File: src/rtl/mem_access_stage_if.sv
// rtl/mem_access_stage_if.sv - data memory req/ack bus between the M stage and memory
interface mem_access_stage_if #(
  parameter int ADDR_BITS = 12
);
  logic                 mem_req;
  logic                 mem_we;
  logic [ADDR_BITS-1:0] mem_addr;
  logic [31:0]          mem_wdata;
  logic                 mem_ack;
  logic [31:0]          mem_rdata;

  modport master (
    output mem_req, mem_we, mem_addr, mem_wdata,
    input  mem_ack, mem_rdata
  );

  modport slave (
    input  mem_req, mem_we, mem_addr, mem_wdata,
    output mem_ack, mem_rdata
  );
endinterface

File: src/rtl/mem_access_stage.sv
// rtl/mem_access_stage.sv - M stage: lw/sw over a req/ack memory bus, pass-through otherwise
// Optional BUS_TIMEOUT_EN: abandon WAIT after MAX_WAIT cycles and report a bus error.
module mem_access_stage #(
  parameter int ADDR_BITS = 12,
  parameter int MAX_WAIT  = 15
) (
  input  logic               clock,
  input  logic               reset,
  input  logic [31:0]        in_o,
  input  logic [31:0]        in_b,
  input  logic [31:0]        in_ir,
  input  logic               in_ovf,
  mem_access_stage_if.master mem,
  output logic               stall,
  output logic [31:0]        out_o,
  output logic [31:0]        out_d,
  output logic [31:0]        out_ir,
  output logic               out_ovf
);
  localparam logic [1:0] IDLE = 2'd0;
  localparam logic [1:0] WAIT = 2'd1;
  localparam logic [1:0] DONE = 2'd2;

  localparam logic [4:0] OP_LW = 5'b01000;
  localparam logic [4:0] OP_SW = 5'b00111;

  logic [1:0]           state;
  logic [ADDR_BITS-1:0] addr_q;
  logic [31:0]          wdata_q;
  logic [31:0]          ir_q;
  logic [31:0]          data_q;
  logic                 store_q;
  logic                 is_store;
  logic                 is_mem;
  logic                 timeout;
  logic                 err_q;

  assign is_store = (in_ir[31:27] == OP_SW);
  assign is_mem   = is_store || (in_ir[31:27] == OP_LW);

`ifdef BUS_TIMEOUT_EN
  localparam int CW = ($clog2(MAX_WAIT + 1) < 4) ? 4 : $clog2(MAX_WAIT + 1);

  logic [CW-1:0] wait_cnt;

  // Fires in the MAX_WAIT-th WAIT cycle; an ack in that same cycle still wins.
  assign timeout = (state == WAIT) && !mem.mem_ack && (wait_cnt == CW'(MAX_WAIT - 1));

  always_ff @(posedge clock) begin
    if (reset) begin
      wait_cnt <= '0;
      err_q    <= 1'b0;
    end else if (state == IDLE && is_mem) begin
      wait_cnt <= '0;
      err_q    <= 1'b0;
    end else if (state == WAIT && !mem.mem_ack) begin
      wait_cnt <= wait_cnt + 1'b1;
      err_q    <= timeout;
    end
  end
`else
  assign timeout = 1'b0;
  assign err_q   = 1'b0;
`endif

  always_ff @(posedge clock) begin
    if (reset) begin
      state   <= IDLE;
      addr_q  <= '0;
      wdata_q <= '0;
      ir_q    <= '0;
      data_q  <= '0;
      store_q <= 1'b0;
    end else begin
      case (state)
        IDLE: begin
          if (is_mem) begin
            addr_q  <= in_o[ADDR_BITS-1:0];
            wdata_q <= in_b;
            ir_q    <= in_ir;
            store_q <= is_store;
            state   <= WAIT;
          end
        end
        WAIT: begin
          if (mem.mem_ack) begin
            data_q <= store_q ? 32'd0 : mem.mem_rdata;
            state  <= DONE;
          end else if (timeout) begin
            data_q <= 32'd0;
            state  <= DONE;
          end
        end
        default: state <= IDLE;
      endcase
    end
  end

  assign mem.mem_req   = (state == WAIT);
  assign mem.mem_we    = store_q;
  assign mem.mem_addr  = addr_q;
  assign mem.mem_wdata = wdata_q;

  // Default outputs form the nop bubble seen by the M/W latch while stalled.
  always_comb begin
    stall   = 1'b0;
    out_o   = 32'd0;
    out_d   = 32'd0;
    out_ir  = 32'd0;
    out_ovf = 1'b0;
    case (state)
      IDLE: begin
        if (is_mem) begin
          stall = 1'b1;
        end else begin
          out_o   = in_o;
          out_ir  = in_ir;
          out_ovf = in_ovf;
        end
      end
      WAIT: stall = 1'b1;
      DONE: begin
        out_o[ADDR_BITS-1:0] = addr_q;
        out_d   = data_q;
        out_ir  = ir_q;
        out_ovf = err_q;
      end
      default: stall = 1'b0;
    endcase
  end
endmodule

File: src/flat_wrapper.sv
// flat-port wrapper written by rule: the top's interface ports become plain ports
module mem_access_stage_flat 
#(
  parameter int ADDR_BITS = 12,
  parameter int MAX_WAIT  = 15
)
  (clock, reset, in_o, in_b, in_ir, in_ovf, stall, out_o, out_d, out_ir, out_ovf, mem_mem_req, mem_mem_we, mem_mem_addr, mem_mem_wdata, mem_mem_ack, mem_mem_rdata);
  mem_access_stage_if #(.ADDR_BITS(ADDR_BITS)) mem_i ();
  input  logic clock;
  input  logic reset;
  input  logic [31:0] in_o;
  input  logic [31:0] in_b;
  input  logic [31:0] in_ir;
  input  logic in_ovf;
  output logic stall;
  output logic [31:0] out_o;
  output logic [31:0] out_d;
  output logic [31:0] out_ir;
  output logic out_ovf;
  output wire logic [$bits(mem_i.mem_req)-1:0] mem_mem_req;
  output wire logic [$bits(mem_i.mem_we)-1:0] mem_mem_we;
  output wire logic [$bits(mem_i.mem_addr)-1:0] mem_mem_addr;
  output wire logic [$bits(mem_i.mem_wdata)-1:0] mem_mem_wdata;
  input wire logic [$bits(mem_i.mem_ack)-1:0] mem_mem_ack;
  input wire logic [$bits(mem_i.mem_rdata)-1:0] mem_mem_rdata;
  assign mem_mem_req = mem_i.mem_req;
  assign mem_mem_we = mem_i.mem_we;
  assign mem_mem_addr = mem_i.mem_addr;
  assign mem_mem_wdata = mem_i.mem_wdata;
  assign mem_i.mem_ack = mem_mem_ack;
  assign mem_i.mem_rdata = mem_mem_rdata;
  mem_access_stage #(.ADDR_BITS(ADDR_BITS), .MAX_WAIT(MAX_WAIT)) u_core (.clock(clock), .reset(reset), .in_o(in_o), .in_b(in_b), .in_ir(in_ir), .in_ovf(in_ovf), .mem(mem_i), .stall(stall), .out_o(out_o), .out_d(out_d), .out_ir(out_ir), .out_ovf(out_ovf));
endmodule
File: config.mk
export PLATFORM = sky130hd
export DESIGN_NAME = mem_access_stage_flat
export DESIGN_NICKNAME = d
export VERILOG_FILES = /design/src/rtl/mem_access_stage_if.sv /design/src/rtl/mem_access_stage.sv /design/src/flat_wrapper.sv
export SDC_FILE = /design/constraint.sdc
export NUM_CORES = 1
export LEC_CHECK = 0
export ABC_CLOCK_PERIOD_IN_PS = 1800
export CAP_MARGIN = 5
export CORE_UTILIZATION = 38
export CTS_BUF_LIST = sky130_fd_sc_hd__clkbuf_8
export CTS_CLUSTER_SIZE = 25
export DETAILED_ROUTE_END_ITERATION = 10
export PLACE_DENSITY = 0.77
export SLEW_MARGIN = 25
export SYNTH_ARGS = -nofsm -noshare
export SYNTH_HDL_FRONTEND = slang
export SYNTH_SLANG_ARGS = --single-unit
File: constraint.sdc
create_clock -name clock -period 1.8 [get_ports clock]
set_input_delay 0.27 -clock clock [delete_from_list [all_inputs] [get_ports clock]]
set_output_delay 0.27 -clock clock [all_outputs]
set_load 0.005 [all_outputs]
==> flow_summary.json, run 1 <==
{
  "maxCapViolations": 0,
  "overflow": 0,
  "drive_gt1_frac": 0.2785,
  "num_rows": 43,
  "reg2reg_slack_ps": 120,
  "antenna_found_initial": 0,
  "wirelength_um": 19210,
  "holdWs_ps": 330.2,
  "grt.busiest_layer": "met2",
  "coreArea_mm2": 0.01399,
  "final_common_cell": "clkdlybuf4s50_1",
  "path_clk_slew_ps": 100,
  "clock_latency_ps": 380,
  "timing.rr.end": "u_core.ir_q[14]",
  "required_ps": 1530,
  "setup_viol": 87,
  "postCtsHoldBufs": 0,
  "ys_ff_latch": 111,
  "die_area_mm2": 0.01497,
  "via_per_inst": 5.073,
  "routed-via-count": 5322,
  "path_buf_inv": 4,
  "hold_end": "u_core.ir_q[30]",
  "dp.cells": 990,
  "hp-start": "in_ir[30]",
  "grt_pass1_vias": 5354,
  "syn_area_mm2": 0.005505,
  "worst_slew_pin_slew_ps": 536.0,
  "relSlewSlack": 0.6426,
  "layout_common_cells": "170 x clkdlybuf4s50_1, 143 x nand2b_1, 109 x dfxtp_1",
  "drc": 0,
  "r2r.worst_path.cells": 6,
  "area_growth_pct": 70.77,
  "critPathMaxFanout": 6,
  "synth_nets": 687,
  "grt_use_met2": 0.4231,
  "cts_root_buf": "clkbuf_8",
  "cts_buffer_depth": 2,
  "reg2reg_from": "u_core.state[1]",
  "violations": "setup timing",
  "p_per_area_mw_per_mm2": 549.3,
  "yosys_warnings": 0,
  "outcome": "finished with violations",
  "min_period_ps": 2073,
  "hpwl_um": 11770,
  "multiInputGateArea_mm2": 0.003156,
  "cts_tree": "built",
  "utilization": 0.6721,
  "fin_nets": 996,
  "drt_first_pass_iters": 4,
  "antenna_cells": 0,
  "cts.sinks": 111,
  "hold_class": "in -> reg",
  "ys_types": 31,
  "fillCellCount": 1103,
  "drt-initial-drc-count": 261,
  "critPathMostFrequentCell": "buf_12",
  "worst-setup-path-type": "in -> out",
  "numCtsBuffers": 9,
  "hold_path_depth": 4,
  "postRouteAntennaNets": 0,
  "fin_setup_tns_ps": -15370,
  "cpPeakStageDelay_ps": 540,
  "cpLargestDelayFamily": "simple AND/OR/NAND/NOR gates",
  "slew_violations": 0,
  "max_freq_mhz": 482.4,
  "irDropWorstVdd_uv": 358.2,
  "die_w_um": 122.4,
  "slowest_stage": "or4b_4",
  "hold_viol": 0,
  "period_share": 1.152,
  "grt_util_met3": 0.06691,
  "syn_area_per_cell_um2": 9.919,
  "die_h_um": 122.4,
  "worstSetupStartpointType": "input pin",
  "gr-usage-met1": 0.2880,
  "seq_area_frac_synth": 0.4036,
  "syn-instance-count": 555,
  "fin_ws_ps": -272.8,
  "grt_max_degree": 68,
  "endpoint_kind": "output port",
  "post-layout-total-power_mw": 5.165,
  "skew_ps": 8.210,
  "avgRoutedWirePerCell_um": 18.31,
  "start_util": 0.3936,
  "grt_pass1_wl_um": 28120,
  "power.leakage_nw": 3.799,
  "gp_congestion": 0.8057,
  "htreeDepth": 3,
  "seq_area_mm2": 0.002230,
  "num_io_pins": 276,
  "arrival_ps": 1800,
  "port_buffers": 275,
  "rsz0062_at_grt": "true",
  "fin_cells": 1049,
  "track_usage": 0.2410,
  "cp_cell_sequence": "buf_6 -> or4b_4 -> a21o_4 -> buf_12 -> buf_12 -> a32o_1 -> buf_2"
}
-- cell type report --
| cell class | count | share of cell area |
|---|---|---|
| Clock buffer | 9 | 0.01318 |
| Clock inverter | 7 | 0.007053 |
| Inverter | 1 | 0.0007985 |
| Multi-Input combinational cell | 386 | 0.3356 |
| Sequential cell | 111 | 0.2372 |
| Tap cell | 180 | 0.02396 |
| Timing Repair Buffer | 355 | 0.3822 |
-- synthesized netlist by cell type --
master    count  area share
nand2b_1    143        0.16
dfxtp_1     111        0.40
mux2i_1      72        0.13
a32o_1       42       0.076
clkbuf_1     40       0.027
a22o_1       32       0.051
and2_1       32       0.036
and3_1       21       0.024
nor3b_1      14       0.019
buf_4         5      0.0068
o21a_1        5      0.0068
buf_12        4       0.015
buf_6         4      0.0082
nor2_1        4      0.0027
buf_2         3      0.0027
nand2_1       3      0.0020
nor3_1        3      0.0027
a21oi_1       2      0.0018
nand4b_1      2      0.0032
nor2b_1       2      0.0023
a21boi_1      1      0.0014
a21o_1        1      0.0014
a31oi_1       1      0.0011
buf_1         1     0.00068
inv_1         1     0.00068
nand3b_1      1      0.0014
o21ai_0       1     0.00091
o41ai_1       1      0.0016
o41ai_2       1      0.0030
or4_1         1      0.0014
or4b_1        1      0.0018
-- power by group --
group / switching, mW / internal, mW
combinational: 0.391 / 0.733
clock: 0.868 / 0.635
sequential: 0.0346 / 2.50
-- worst max path at each step --
stage | slack [ps] | to | depth (start not counted) | from
detailed placement | -910 | out_ir[16] | 6 | in_ir[30]
floorplan | 30 | out_ir[10] | 5 | in_ir[27]
CTS | -400 | out_ir[11] | 8 | in_ir[29]
finish | -270 | out_ir[27] | 7 | in_ir[28]
global placement | -850 | out_ir[19] | 6 | in_ir[27]
global route | -300 | out_ir[12] | 7 | in_ir[28]
-- tightest hold or removal path, stage by stage --
cell and delay [ps]:
buf_2 100, buf_4 130, nand4b_1 100, o21ai_0 80
-- sequential cells by signal, indices dropped and copies added (netlist names) --
register and flops:
u_core.mem.mem_wdata 32, u_core.mem.mem_addr 12, u_core.mem.mem_we 1, u_core.state 2, u_core.data_q 32, u_core.ir_q 32
-- per-stage QoR --
stage / setup WS, ps / instance area [um2]
finish: -272.8 / 9402
floorplan: 26.28 / 5505
detailed placement: -906.1 / 8568
global route: -302.7 / 9402
global placement: -849.2 / 8568
CTS: -401.5 / 9173
-- routing by layer --
layer / vias up / part of all wire
met3: 15 / 0.082
met4: 0 / 0.013
met2: 188 / 0.50
met5: - / 0
met1: 2543 / 0.40
li1: 2576 / -
-- timing repair --
action                                  CTS  global route
cloned                                   13             5
buffers inserted                         22            15
pin swaps                                28            35
endpoints found under the setup margin  156           101
resized for setup                       439            66
-- cells by family (layout without fill, tap and decap cells) --
group,count (synthesis),count (layout),synth area share
flops,111,111,0.4036
buf+inv,58,372,0.06091
compound gates,87,87,0.1452
simple gates,227,227,0.2593
mux,72,72,0.1309
Note: power is estimated with default switching activity, not from simulation.
==> run 2: changes to the inputs <==
--- a/config.mk
+++ b/config.mk
@@ -12,7 +12,7 @@
 export CTS_CLUSTER_SIZE = 25
 export DETAILED_ROUTE_END_ITERATION = 10
 export PLACE_DENSITY = 0.77
-export SLEW_MARGIN = 25
+export SLEW_MARGIN = 20
 export SYNTH_ARGS = -nofsm -noshare
 export SYNTH_HDL_FRONTEND = slang
 export SYNTH_SLANG_ARGS = --single-unit
==> results of run 2 <==
Final layout, timing and power as in run 1 (identical DEF).
